==> src/rtl/serial_sub_seq.sv <==
// Bit-serial W-bit subtractor sequencer: drives one external full-subtractor cell LSB first
// and assembles diff = (a - b - bin) mod 2^W. Optional overflow output under SERIAL_SUB_OVF_EN.
module serial_sub_seq #(
    parameter int W = 8
) (
    input  logic         clk,
    input  logic         rst_n,
    input  logic         start,
    input  logic [W-1:0] a,
    input  logic [W-1:0] b,
    input  logic         bin,
    output logic         sub_a,
    output logic         sub_b,
    output logic         sub_c,
    input  logic         sub_diff,
    input  logic         sub_bout,
    output logic         busy,
    output logic         done,
    output logic [W-1:0] diff,
    output logic         borrow_out
`ifdef SERIAL_SUB_OVF_EN
    ,
    output logic         ovf
`endif
);

    localparam int CNT_W = (W > 1) ? $clog2(W) : 1;

    typedef enum logic [1:0] {
        IDLE  = 2'd0,
        SHIFT = 2'd1,
        DONE  = 2'd2
    } state_t;

    state_t             state_q, state_d;
    logic [W-1:0]       a_sr, b_sr, res_sr;
    logic               borrow_q;
    logic [CNT_W-1:0]   cnt_q;
    logic [W-1:0]       diff_q;
    logic               bout_q;
    logic               last_bit;

    assign last_bit = (cnt_q == CNT_W'(W - 1));

    // NOTE: sequential state uses non-blocking assignments so every register samples pre-edge values.
    always_ff @(posedge clk or negedge rst_n) begin
        if (!rst_n) begin
            state_q <= IDLE;
        end else begin
            state_q <= state_d;
        end
    end

    // NOTE: every combinational output gets a default first, so no path can infer a latch.
    always_comb begin
        state_d = state_q;
        case (state_q)
            IDLE:    if (start) state_d = SHIFT;
            SHIFT:   if (last_bit) state_d = DONE;
            DONE:    state_d = IDLE;
            default: state_d = IDLE;
        endcase
    end

    // Result registers are updated only at the final shift edge, so diff/borrow_out stay stable
    // while the next operation is shifting.
    always_ff @(posedge clk or negedge rst_n) begin
        if (!rst_n) begin
            a_sr     <= '0;
            b_sr     <= '0;
            res_sr   <= '0;
            borrow_q <= 1'b0;
            cnt_q    <= '0;
            diff_q   <= '0;
            bout_q   <= 1'b0;
        end else begin
            case (state_q)
                IDLE: begin
                    if (start) begin
                        a_sr     <= a;
                        b_sr     <= b;
                        borrow_q <= bin;
                        cnt_q    <= '0;
                    end
                end
                SHIFT: begin
                    res_sr   <= {sub_diff, res_sr[W-1:1]};
                    borrow_q <= sub_bout;
                    a_sr     <= a_sr >> 1;
                    b_sr     <= b_sr >> 1;
                    cnt_q    <= last_bit ? '0 : cnt_q + 1'b1;
                    if (last_bit) begin
                        diff_q <= {sub_diff, res_sr[W-1:1]};
                        bout_q <= sub_bout;
                    end
                end
                default: ;
            endcase
        end
    end

`ifdef SERIAL_SUB_OVF_EN
    logic ovf_q;

    // Overflow is the MSB stage's borrow-in XOR its borrow-out.
    always_ff @(posedge clk or negedge rst_n) begin
        if (!rst_n) begin
            ovf_q <= 1'b0;
        end else if (state_q == SHIFT && last_bit) begin
            ovf_q <= borrow_q ^ sub_bout;
        end
    end

    assign ovf = ovf_q;
`endif

    assign busy       = (state_q == SHIFT);
    assign done       = (state_q == DONE);
    assign sub_a      = busy & a_sr[0];
    assign sub_b      = busy & b_sr[0];
    assign sub_c      = busy & borrow_q;
    assign diff       = diff_q;
    assign borrow_out = bout_q;

endmodule
==> config.mk <==
export PLATFORM = sky130hd
export DESIGN_NAME = serial_sub_seq
export DESIGN_NICKNAME = d
export VERILOG_FILES = /design/src/rtl/serial_sub_seq.sv
export SDC_FILE = /design/constraint.sdc
export NUM_CORES = 1
export LEC_CHECK = 0
export ABC_AREA = 1
export CAP_MARGIN = 20
export CORE_MARGIN = 3
export CORE_UTILIZATION = 51
export DETAILED_ROUTE_END_ITERATION = 7
export GPL_ROUTABILITY_DRIVEN = 0
export GPL_TIMING_DRIVEN = 0
export PLACE_DENSITY = 0.79
export SLEW_MARGIN = 20
export SYNTH_ARGS = -nofsm -noshare
export SYNTH_HDL_FRONTEND = slang
export SYNTH_SLANG_ARGS = --single-unit
==> constraint.sdc <==
create_clock -name clk -period 1.56 [get_ports clk]
set_input_delay 0.312 -clock clk [delete_from_list [all_inputs] [get_ports clk]]
set_output_delay 0.312 -clock clk [all_outputs]
set_load 0.005 [all_outputs]
## Yosys cells after proc, flatten, opt, wreduce, memory -nomap -nowiden

Cells that the tools add are included.

- Register bits after elaboration: 39
- Bits in latches: 0
- RAM bits: 0
- Bits in read-only memories: 0
- Input port bits: 22
- Output and inout bits: 14
- Word-level logic and storage cells: 34
- Memories: 0

- Add/subtract/negate cells: 1
- Multiply operators: 0
- Div/mod/pow operators: 0
- $lt $le $gt $ge: 0
- Equal/unequal tests: 5
- Shifts and indexed selects: 0
- Muxes and demuxes: 12
- Bitwise logic cells: 3
- Reduce and logical (&&, ||, !) cells: 5

Operators with widths:

| cell | count |
|---|---|
| $pmux 8 s2 | 2 |
| $mux 8 | 2 |
| $mux 3 | 2 |
| $pmux 3 s2 | 1 |
| $reduce_and 2->1 | 3 |
| $mux 2 | 2 |
| $pmux 2 s2 | 1 |
| $add 3x1->3 const B | 1 |
| $and 1x1->1 | 3 |
| $eq 3x3->1 const B | 1 |
| $eq 2x1->1 const B | 1 |
| $eq 2x2->1 const B | 1 |
| $logic_not 2->1 | 1 |
| $ne 2x1->1 const B | 1 |
| $ne 2x2->1 const B | 1 |
| $pmux 1 s2 | 1 |
| $reduce_bool 2->1 | 1 |
| $mux 1 | 1 |

## Logic depth before layout (Yosys ltp)

- Word-level depth: 3
- Depth in mapped cells: 7
- Mapped depth without buffers: 6

## Worst setup path before layout

No wires, ideal clock.

- Path type: flip-flop to flip-flop
- Start: register cnt_q[0]
- End: register diff_q[2], in the netlist diff[2]
- Setup time: 0.074 ns
- Arrival time: 1.130 ns
- Path slack: 0.356 ns
- Cell stages (with the launch flop): 7
- Clock period less this slack: 1.204 ns
- Cells stage by stage: dfrtp_1 ha_1 ha_1 nand2_4 buf_6 nand2_1 o21ai_2

- Longest elaborated chain between the ends: 2

RTL lines:

| what | RTL line | source |
|---|---|---|
| start: declaration | 38 | `logic [CNT_W-1:0] cnt_q;` |
| start signal: assignment | 91 | `cnt_q <= last_bit ? '0 : cnt_q + 1'b1;` |
| $eq 3x3->1 | 43 | `assign last_bit = (cnt_q == CNT_W'(W - 1));` |
| $reduce_and 2->1 (no source line) | - |  |
| end signal: assignment | 93 | `diff_q <= {sub_diff, res_sr[W-1:1]};` |
| end: declaration | 39 | `logic [W-1:0] diff_q;` |

Every way passes these cells.
A chain may end at the register's enable or synchronous reset.

## Final worst setup path

- Start: register state_q[1]
- End: output sub_a

- Longest elaborated chain between the ends: 2

RTL lines:

| what | RTL line | source |
|---|---|---|
| start: declaration | 35 | `state_t state_q, state_d;` |
| start signal: assignment | 50 | `state_q <= state_d;` |
| $eq 2x1->1 | 117 | `assign busy = (state_q == SHIFT);` |
| $and 1x1->1 | 119 | `assign sub_a = busy & a_sr[0];` |
| end: declaration | 12 | `output logic sub_a,` |

Every way passes these cells.

==> results.toml <==
[detailed_routing]
detail-route-antenna-nets = 0
drt_drc_violations_left = 0
detail_route.wl_per_cell_um = 12.82
vias_per_cell = 4.795
drt_first_iter_violations = 98
drt_pass1_iterations = 4
totalWireLength_mm = 4.319
vias = 1616

[placed_design]
detailed_place_hpwl_mm = 2.629
placedInstanceArea_um2 = 2273
pre_cts_ws_ns = -0.2025
numPortBuffers = 35

[power_and_ir_drop]
pwr-share-clk_pct = 17.8
vdd_ir_drop_max_v = 0.001019
power_density_nw_per_um2 = 1870
finalPower_w = 0.004811
switching_share_pct = 37.29
combinational_share_of_power_pct = 47.5
seq_power_share_pct = 34.7
cell_internal_pwr_w = 0.003017
power_leakage_nw = 1.491
total_switching_power_w = 0.001794

[critical_path]
critPathTopFamily = "flip-flops"
critPathKind = "flip-flop to output pin"
biggest_cell_delay_along_the_critical_path_ns = 0.42
timing.critical_path.buf_inv = 3
endpoint_kind = "output pin"
worst_ep_required_time_ns = 1.25
cpMaxStageDelayCell = "dfrtp_1"
crit_path_start_kind = "flip-flop"
cp_cell_sequence = "inv_2 > nand2_4 > buf_6 > nor2_4 > buf_2"
critical_path_peak_fanout = 3
timing.critical_path.arrival_ns = 1.28

[cells_and_area]
final_cell_mix = "nand2_1, inv_1, dfrtp_1"
area_growth_syn_to_layout_pct = 39.58
antenna_cells = 0
final_cell_area_um2 = 2572
drive_gt1_share_pct = 20.62
layout.nets = 314
layout.cells.most_common = "nand2_1"

[grt]
groute.layer.met2.usage_pct = 34.57
track_usage_pct = 22.34
grt_start_max_net_pins = 21
groute.layer.met3.usage_pct = 4.592
first_global_vias = 1551
initial_antenna_violation_count = 0
groute.layer.met1.usage_pct = 28.75
globalRoute.busiestLayer = "met2"
globalRouteOverflowTotal = 0
grt_first_pass_wirelength_mm = 7.134

[sta]
final_critical_path_setup_slack_ns = -0.03363
maxClockFrequency_mhz = 627.5
final.hold.worst_slack_ns = 0.4371
clk_skew_ns = 0.002280
finalMaxSlewViolations = 0
finalCriticalPeriod_ns = 1.594
max_slew.worst_pin.slew_ns = 0.4930
final-setup-viol-count = 2
finalHoldViolations = 0
grt_setup_unrepaired = "true"
max-slew-margin-rel_pct = 67.14
final.period_utilization_pct = 102.2

[yosys]
syn_inst = 228
syn-cell-area_um2 = 1843
ys_warn_count = 0
yosys_register_bits = 38
synth.net_count = 252
synthesis.area_per_instance_um2 = 8.083
yosysUniqueCellTypes = 18
yosysSeqAreaShare_pct = 51.60

[clocking]
max-clock-path-buffers = 2
insertion_delay_ns = 0.35
tritoncts.num_buffers = 5
tritoncts = "built"
ctsRootBufferMaster = "clkbuf_4"
cts.reportedPaths.clkPinSlew_ns = 0.12
clock_tree.htree_level_count = 2
clock_sink_count = 38

[run_status]
status = "complete, but fails checks"
violated_checks = "setup timing"

[die]
start_util_pct = 53.96
rows = 21
placeableCoreArea_um2 = 3416
pin_count = 36
dieHeight_um = 66.12
floorplan.die_area_um2 = 4371
die_w_um = 66.12

[hold_path]
timing.hold.worst.class = "primary input to async pin"

[job]
maxCapViolCount = 0
-- Yosys cell counts (all sizes together) --
cell    instances  share of area [%]
nor2            5                1.4
clkbuf          1               0.20
nand2          75                 16
buf             9                3.9
inv            46                9.5
ha              2                1.4
dfrtp          38                 52
o21ai          20                7.5
nand3          32                8.7
-- state kept, by name (all words and copies together), names as in the netlist --
signal      cells
a_sr            8
b_sr            8
diff            8
res_sr          7
cnt_q           3
state_q         2
borrow_out      1
borrow_q        1
-- stage by stage --
stage	setup TNS [ns]	instances	utilization [%]
final	-0.03440	337	75.31
after global routing	-0.4526	337	75.31
after global placement	-27.59	309	65.90
after floorplan	0	228	-
after detailed placement	-0.7093	310	66.56
after CTS	-0.2591	326	72.01
-- final cells by class --
| class | instances | area [um^2] |
|---|---|---|
| Multi-Input combinational cell | 134 | 665.6 |
| Tap cell | 46 | 57.56 |
| Sequential cell | 38 | 950.9 |
| Inverter | 46 | 175.2 |
| Clock inverter | 3 | 68.82 |
| Timing Repair Buffer | 58 | 550.5 |
| Clock buffer | 5 | 37.54 |
| Fill cell | 245 | 843.3 |
| Buffer | 7 | 66.31 |
-- power by group through the flow --
stage               Combinational [W]  Sequential [W]  Clock (W)
CTS                           0.00214         0.00166   0.000867
floorplan                     0.00127         0.00165          0
finish                        0.00229         0.00167   0.000855
detailed placement            0.00198         0.00167          0
global route                  0.00260         0.00172   0.000919
global placement              0.00191         0.00168          0
-- metal layers --
metal	wire, um	vias to the layer above
li1	-	810
met1	1836	752
met2	2123	47
met3	252	7
met4	107	0
met5	0	-
-- worst paths after layout --
kind,start,endpoint,slack [ns],depth (start not counted)
min reg2reg,res_sr[1],diff[0],0.49,2
max,state_q[1],sub_a,-0.03,5
max reg2reg,state_q[1],b_sr[4],0.07,9
min,rst_n,b_sr[3],0.44,2
min in group clk,res_sr[1],diff[0],0.49,2
max in group asynchronous,rst_n,a_sr[4],0.67,3
-- worst reg2reg max path, stage by stage, from the launching register on --
cell and delay [ns]:
dfrtp_1 0.42, inv_2 0.11, nand2_4 0.06, buf_4 0.13, buf_4 0.12, buf_4 0.13, nand2_2 0.15, buf_6 0.17
nand3_1 0.09, nand2_1 0.07
-- timing repair --
item / CTS / global route
pin swaps: 2 / 2
setup endpoints to repair: 6 / 13
gates resized for setup: 29 / 17
hold endpoints to repair: 19 / 0
buffers inserted: 9 / 12
hold buffers: 1 / 0
-- cells by family after synthesis --
kind of cell	count (synthesis)	share of synthesized area, %
and+or+nand+nor	112	25.93
buffers and inverters	56	13.65
DFF	38	51.60
AOI/OAI and AO/OA	20	7.468
adders and majority gates	2	1.358
Power figures use the tool's default switching activity.
